--- src/rtl/dds_pkg.sv ---
// Shared types and default constants for the DDS tuning controller.
// Strobe index order is also the arbitration priority (lowest index wins).
package dds_pkg;

    localparam int          DDS_ACC_W       = 32;
    localparam int          NUM_SW          = 8;
    localparam logic [31:0] DDS_FREQ_INIT   = 32'd42950;
    localparam logic [31:0] DDS_FREQ_MIN    = 32'd0;
    localparam logic [31:0] DDS_FREQ_MAX    = 32'h7FFF_FFFF;
    localparam logic [31:0] DDS_STEP_COARSE = 32'd4294967;
    localparam logic [31:0] DDS_STEP_MICRO  = 32'd42950;
    localparam logic [31:0] DDS_STEP_NANO   = 32'd43;
    localparam logic [31:0] DDS_PHASE_STEP  = 32'h4000_0000;
    localparam int          DDS_REPEAT_DLY  = 5_000_000;
    localparam int          DDS_REPEAT_PER  = 1_000_000;

    // Encoding is strobe index + 1 so the arbiter can cast directly.
    typedef enum logic [3:0] {
        CMD_NONE    = 4'd0,
        CMD_F_CO_UP = 4'd1,
        CMD_F_CO_DN = 4'd2,
        CMD_F_MI_UP = 4'd3,
        CMD_F_MI_DN = 4'd4,
        CMD_F_NA_UP = 4'd5,
        CMD_F_NA_DN = 4'd6,
        CMD_PH_UP   = 4'd7,
        CMD_PH_DN   = 4'd8
    } cmd_t;

    typedef enum logic [1:0] {
        IDLE   = 2'd0,
        CALC   = 2'd1,
        COMMIT = 2'd2
    } state_t;

endpackage

--- src/rtl/tune_edge_repeat.sv ---
// One button strobe: 2-flop sync, falling-edge detect and hold-to-repeat.
// req is a single-cycle pulse on the press and on every repeat.
module tune_edge_repeat #(
    parameter int REPEAT_DLY = 5_000_000,
    parameter int REPEAT_PER = 1_000_000
) (
    input  logic clk,
    input  logic reset,
    input  logic sw_n,
    output logic req
);

    localparam int CMAX = (REPEAT_DLY > REPEAT_PER) ? REPEAT_DLY : REPEAT_PER;
    localparam int CW   = $clog2(CMAX + 1);

    logic          s1, s2, s3;
    logic          rpt;
    logic [CW-1:0] cnt;
    logic          fall, fire;

    assign fall = s3 & ~s2;
    // cnt holds cycles since the last request while the button stays low
    assign fire = ~s2 & ~s3 & (rpt ? (cnt == CW'(REPEAT_PER)) : (cnt == CW'(REPEAT_DLY)));
    assign req  = fall | fire;

    always_ff @(posedge clk) begin
        if (!reset) begin
            s1  <= 1'b1;
            s2  <= 1'b1;
            s3  <= 1'b1;
            cnt <= '0;
            rpt <= 1'b0;
        end else begin
            s1 <= sw_n;
            s2 <= s1;
            s3 <= s2;
            if (s2) begin
                cnt <= '0;
                rpt <= 1'b0;
            end else if (fall || fire) begin
                cnt <= CW'(1);
                rpt <= rpt | fire;
            end else begin
                cnt <= cnt + CW'(1);
            end
        end
    end

endmodule

--- src/rtl/dds_tune_ctrl.sv ---
// Applies front-panel freq/phase strobes to the DDS tuning words.
// IDLE picks a command, CALC computes the clamped/wrapped result, COMMIT shows it with update.
module dds_tune_ctrl
    import dds_pkg::*;
#(
    parameter int               ACC_W       = DDS_ACC_W,
    parameter logic [ACC_W-1:0] FREQ_INIT   = ACC_W'(DDS_FREQ_INIT),
    parameter logic [ACC_W-1:0] FREQ_MIN    = ACC_W'(DDS_FREQ_MIN),
    parameter logic [ACC_W-1:0] FREQ_MAX    = ACC_W'(DDS_FREQ_MAX),
    parameter logic [ACC_W-1:0] STEP_COARSE = ACC_W'(DDS_STEP_COARSE),
    parameter logic [ACC_W-1:0] STEP_MICRO  = ACC_W'(DDS_STEP_MICRO),
    parameter logic [ACC_W-1:0] STEP_NANO   = ACC_W'(DDS_STEP_NANO),
    parameter logic [ACC_W-1:0] PHASE_STEP  = ACC_W'(DDS_PHASE_STEP),
    parameter int               REPEAT_DLY  = DDS_REPEAT_DLY,
    parameter int               REPEAT_PER  = DDS_REPEAT_PER
) (
    input  logic             clk,
    input  logic             reset,
    input  logic             sw_add_n,
    input  logic             sw_sub_n,
    input  logic             sw_micro_add_n,
    input  logic             sw_micro_sub_n,
    input  logic             sw_nano_add_n,
    input  logic             sw_nano_sub_n,
    input  logic             ph_add_n,
    input  logic             ph_sub_n,
    output logic [ACC_W-1:0] freq_word,
    output logic [ACC_W-1:0] phase_word,
    output logic             update,
    output logic             sat,
    output logic             busy
);

    logic [NUM_SW-1:0] sw_n;
    logic [NUM_SW-1:0] req;

    assign sw_n = {ph_sub_n, ph_add_n, sw_nano_sub_n, sw_nano_add_n,
                   sw_micro_sub_n, sw_micro_add_n, sw_sub_n, sw_add_n};

    for (genvar g = 0; g < NUM_SW; g++) begin : g_sw
        tune_edge_repeat #(
            .REPEAT_DLY(REPEAT_DLY),
            .REPEAT_PER(REPEAT_PER)
        ) u_ter (
            .clk  (clk),
            .reset(reset),
            .sw_n (sw_n[g]),
            .req  (req[g])
        );
    end

    // Fixed priority: lowest strobe index wins, the rest are dropped.
    cmd_t arb_cmd;
    always_comb begin
        arb_cmd = CMD_NONE;
        for (int i = NUM_SW - 1; i >= 0; i--) begin
            if (req[i]) arb_cmd = cmd_t'(4'(i + 1));
        end
    end

    state_t state, state_nxt;
    cmd_t   take_cmd, cur_cmd, pend_cmd;
    logic   load, pend_vld;

    always_ff @(posedge clk) begin
        if (!reset) state <= IDLE;
        else        state <= state_nxt;
    end

    always_comb begin
        state_nxt = state;
        take_cmd  = CMD_NONE;
        load      = 1'b0;
        case (state)
            IDLE: begin
                if (pend_vld) begin
                    take_cmd  = pend_cmd;
                    load      = 1'b1;
                    state_nxt = CALC;
                end else if (arb_cmd != CMD_NONE) begin
                    take_cmd  = arb_cmd;
                    load      = 1'b1;
                    state_nxt = CALC;
                end
            end
            CALC:    state_nxt = COMMIT;
            COMMIT:  state_nxt = IDLE;
            default: state_nxt = IDLE;
        endcase
    end

    // A request that cannot be taken right now parks here; newest wins.
    always_ff @(posedge clk) begin
        if (!reset) begin
            pend_vld <= 1'b0;
            pend_cmd <= CMD_NONE;
            cur_cmd  <= CMD_NONE;
        end else begin
            if (arb_cmd != CMD_NONE && (state != IDLE || pend_vld)) begin
                pend_vld <= 1'b1;
                pend_cmd <= arb_cmd;
            end else if (state == IDLE && pend_vld) begin
                pend_vld <= 1'b0;
            end
            if (load) cur_cmd <= take_cmd;
        end
    end

    logic [ACC_W-1:0] step, f_nxt, p_nxt;
    logic [ACC_W:0]   sum, diff;
    logic             sat_nxt;

    assign sum  = {1'b0, freq_word} + {1'b0, step};
    assign diff = {1'b0, freq_word} - {1'b0, step};

    always_comb begin
        step    = '0;
        f_nxt   = freq_word;
        p_nxt   = phase_word;
        sat_nxt = 1'b0;
        case (cur_cmd)
            CMD_F_CO_UP, CMD_F_CO_DN: step = STEP_COARSE;
            CMD_F_MI_UP, CMD_F_MI_DN: step = STEP_MICRO;
            CMD_F_NA_UP, CMD_F_NA_DN: step = STEP_NANO;
            default:                  step = PHASE_STEP;
        endcase
        case (cur_cmd)
            CMD_F_CO_UP, CMD_F_MI_UP, CMD_F_NA_UP: begin
                if (sum > {1'b0, FREQ_MAX}) begin
                    f_nxt   = FREQ_MAX;
                    sat_nxt = 1'b1;
                end else begin
                    f_nxt = sum[ACC_W-1:0];
                end
            end
            CMD_F_CO_DN, CMD_F_MI_DN, CMD_F_NA_DN: begin
                // borrow out means the true result went below zero
                if (diff[ACC_W] || diff[ACC_W-1:0] < FREQ_MIN) begin
                    f_nxt   = FREQ_MIN;
                    sat_nxt = 1'b1;
                end else begin
                    f_nxt = diff[ACC_W-1:0];
                end
            end
            CMD_PH_UP: p_nxt = phase_word + PHASE_STEP;
            CMD_PH_DN: p_nxt = phase_word - PHASE_STEP;
            default: ;
        endcase
    end

    always_ff @(posedge clk) begin
        if (!reset) begin
            freq_word  <= FREQ_INIT;
            phase_word <= '0;
            update     <= 1'b0;
            sat        <= 1'b0;
        end else begin
            update <= (state == CALC);
            sat    <= (state == CALC) && sat_nxt;
            if (state == CALC) begin
                freq_word  <= f_nxt;
                phase_word <= p_nxt;
            end
        end
    end

    assign busy = (state != IDLE);

endmodule

--- config.mk ---
export PLATFORM = sky130hd
export DESIGN_NAME = dds_tune_ctrl
export DESIGN_NICKNAME = d
export VERILOG_FILES = /design/src/rtl/dds_pkg.sv /design/src/rtl/tune_edge_repeat.sv /design/src/rtl/dds_tune_ctrl.sv
export SDC_FILE = /design/constraint.sdc
export NUM_CORES = 1
export LEC_CHECK = 0
export BUFFER_PORTS_ARGS = -buffer_cell sky130_fd_sc_hd__buf_2
export CAP_MARGIN = 10
export CORE_ASPECT_RATIO = 2
export CORE_MARGIN = 4
export CORE_UTILIZATION = 56
export CTS_CLUSTER_DIAMETER = 150
export DETAILED_ROUTE_END_ITERATION = 8
export MAX_ROUTING_LAYER = met4
export PLACE_DENSITY_LB_ADDON = 0.2
export SLEW_MARGIN = 20
export SYNTH_ARGS = -nofsm -noshare
export SYNTH_HDL_FRONTEND = slang
export SYNTH_SLANG_ARGS = --single-unit
--- constraint.sdc ---
create_clock -name clk -period 3.7 [get_ports clk]
set_clock_uncertainty 0.2 [all_clocks]
set_input_delay 0.37 -clock clk [delete_from_list [all_inputs] [get_ports clk]]
set_output_delay 0.37 -clock clk [all_outputs]
set_load 0.005 [all_outputs]
==> impl_metrics.json <==
{
  "setup_viol": 20,
  "routed_wl_um": 40700,
  "fp-row-count": 82,
  "fin_cells": 2267,
  "grt-ovfl-total": 0,
  "r2r_slack_ns": -0.10,
  "grt_pass1_wl_um": 65100,
  "area_growth_pct": 20.4,
  "worst_slack_ns": -0.104,
  "drive_above_1_share_pct": 18.5,
  "worst_path_largest_cell_delay_ns": 0.40,
  "max_freq_mhz": 263,
  "rsz0062_at_grt": "yes",
  "grt_pass1_vias": 13497,
  "worstMarginPinSlew_ns": 0.943,
  "period_share_pct": 103,
  "core-area_um2": 25000,
  "arrival_ns": 4.04,
  "met3_usage_pct": 3.54,
  "path_cells": "or3b_4, a21o_4, ha_1, inv_1, a2111o_1, o2111ai_2, a41oi_2, a311oi_2, and2_4, buf_6, o21ai_2, and3_1, a221o_1",
  "ys_types": 96,
  "total_power_w": 0.00884,
  "critPathCaptureType": "flip-flop",
  "antenna_found_initial": 0,
  "die_w_um": 121,
  "grt_usage_pct": 29.4,
  "reg2reg_from": "cur_cmd[1]",
  "power-per-cell-area_nw_per_um2": 516,
  "drtIter0Drc": 684,
  "grt_max_degree": 41,
  "initial_core_util_pct": 56.9,
  "io_buffers": 46,
  "worstSetupEndpoint": "freq_word[6]",
  "critPathLaunch": "cur_cmd[1]",
  "synth-seq-area-share_pct": 37.0,
  "p_leak_nw": 6.46,
  "hold_viol": 0,
  "gp_congestion": 1.02,
  "hold_class": "in -> reg",
  "synth.cell_area_um2": 14200,
  "status": "finished, violations left",
  "critPathKind": "reg -> reg",
  "clk_latency_ns": 0.55,
  "grt-busiest-layer": "met2",
  "yosys_warnings": 0,
  "die_h_um": 233,
  "cts_tree": "yes",
  "cts.sink_count": 263,
  "synth_ff_type": "dfxtp_1",
  "place_ws_ns": -0.271,
  "vdd_drop_max_v": 0.000381,
  "h-tree-depth": 1,
  "use_met2_pct": 55.0,
  "wl_per_cell_um": 17.9,
  "drt_pass1_iterations": 5,
  "post-place-cells": 2194,
  "critPathLaunchType": "flip-flop",
  "syn_inst": 1745,
  "cts_root_buf": "clkbuf_16",
  "antenna_cells": 0,
  "clockBufferDepth": 3,
  "r2r_cells": 13,
  "grt_use_met1_pct": 26.5,
  "synth-seq-cells": 263,
  "via_per_inst": 5.87,
  "failed_checks": "negative setup slack",
  "fin_nets": 1973,
  "slew_headroom_pct": 37.0,
  "cp.required_ns": 3.94,
  "antenna_left": 0,
  "avgSynthCellArea_um2": 8.16,
  "die_area_um2": 28200,
  "slew_violations": 0,
  "cts_buffers": 26,
  "crit_slowest_cell": "or3b_4",
  "dp_hpwl_um": 29800,
  "ys_async_sr_fraction_pct": 0,
  "via_count": 13298,
  "synth_edf_count": 0,
  "clk_pin_slew_ns": 0.07,
  "critPathMaxFanout": 5,
  "worstReg2RegEnd": "freq_word[6]",
  "cap_viol_max_count": 0,
  "drc": 0,
  "io_pins": 77,
  "fin_crit_ns": 3.80
}
per-stage QoR:
| step | setup TNS, ns | utilization (%) | cell area (um^2) | hold WS, ns |
|---|---|---|---|---|
| 2_1_floorplan | -0.0501 | - | 14400 | 0.186 |
| 3_3_place_gp | -1.69 | 61.9 | 15500 | 0.193 |
| 3_5_place_dp | -4.51 | 61.9 | 15500 | 0.196 |
| 4_1_cts | -0.210 | 67.3 | 16900 | 0.0481 |
| 5_1_grt | -5.32 | 68.5 | 17100 | 0.0688 |
| 6_report | -0.945 | 68.5 | 17100 | 0.0675 |
metal layers:
| metal | vias to the layer above | part of all wire, % | wire [um] |
|---|---|---|---|
| li1 | 6350 | - | - |
| met1 | 6268 | 33 | 13600 |
| met2 | 463 | 53 | 21600 |
| met3 | 217 | 4.8 | 1970 |
| met4 | 0 | 8.5 | 3470 |
| met5 | - | 0 | 0 |
cells in the final DEF (no fill, tap or decap), drive strengths merged, types with 26 or more instances in the layout:
master / instances
nor3: 26
nand3: 97
xor2: 113
ha: 50
dfxtp: 263
o21ai: 53
nand2b: 30
xnor2: 63
buf: 196
a21oi: 64
nor2: 285
clkbuf: 34
nand2: 147
and3: 52
nand4: 38
inv: 66
conb: 30
worst min path at each step:
stage	start	to	slack, ns	cells after the start
5_1_grt	reset	g_sw[6].u_ter.s1	0.07	3
2_1_floorplan	g_sw[0].u_ter.s1	g_sw[0].u_ter.s2	0.19	1
6_report	reset	g_sw[6].u_ter.s1	0.07	3
3_3_place_gp	g_sw[2].u_ter.s1	g_sw[2].u_ter.s2	0.19	1
3_5_place_dp	g_sw[2].u_ter.s1	g_sw[2].u_ter.s2	0.20	1
4_1_cts	reset	g_sw[3].u_ter.s1	0.05	3
area by class of cell:
type	count	area (um^2)
fill	2140	7890
inverter	64	240
timing repair buffer	204	1490
clock buffer	34	721
sequential	263	5270
clock inverter	14	219
tap	336	420
multi-input combinational	1352	8790
sequential cells by signal, summed over array words and instances, names as in the netlist, 2 cells and up:
register	flops
g_sw.u_ter.cnt	184
freq_word	32
g_sw.u_ter.rpt	8
g_sw.u_ter.s1	8
g_sw.u_ter.s2	8
g_sw.u_ter.s3	8
cur_cmd	4
pend_cmd	4
phase_word	2
state	2
Yosys cell counts, types with 11 or more instances:
cell type	n	area share, %
nor2_1	282	7.4
dfxtp_1	263	37
nand2_1	145	3.8
xor2_1	113	7.0
nand3_1	97	3.4
a21oi_1	64	2.3
inv_1	64	1.7
xnor2_1	63	3.9
and3_1	52	2.3
ha_1	50	4.4
clkbuf_1	44	1.2
nand4_1	37	1.6
o21ai_0	33	1.2
buf_4	31	1.6
nand2b_1	30	1.3
nor3_1	25	0.88
or3_1	25	1.1
a31oi_1	22	0.97
nor2b_1	22	0.97
o21ai_1	19	0.67
nor4_1	18	0.79
nor4b_1	16	0.98
a21o_1	12	0.63
a211oi_1	11	0.58
buf_2	11	0.39
repair_timing:
| item | 4_1_cts | 5_1_grt |
|---|---|---|
| buffers inserted | 9 | 8 |
| endpoints found under the hold margin | 8 | 0 |
| endpoints found under the setup margin | 32 | 33 |
| gates resized for setup | 59 | 47 |
| pin swaps | 38 | 23 |
| hold buffers | 8 | 0 |
worst max-delay path, delay by kind of cell, from the launching register on:
kind	cells	cell delay, ns
compound gates	7	1.76
fa+ha+maj	1	0.38
buf+inv	2	0.21
flops	1	0.33
simple gates	3	0.79
logic make-up (layout without fill, tap and decap cells):
logic type	Yosys count	in the layout	synth area share, %
buffers and inverters	159	316	5.42
xor gates and xnor gates	176	176	10.8
other	1	30	0.0263
DFF	263	263	37.0
muxes	5	5	0.360
and+or+nand+nor	819	819	28.8
AOI/OAI and AO/OA	270	270	12.9
adders and majority gates	52	52	4.68
report_power, final:
| group | switching (W) | leakage, nW | internal (W) |
|---|---|---|---|
| sequential | 0.0000873 | 2.13 | 0.00289 |
| clock | 0.00118 | 0.462 | 0.00173 |
| combinational | 0.00165 | 3.87 | 0.00130 |
| total | 0.00291 | 6.46 | 0.00593 |
Power figures use the tool's default switching activity.
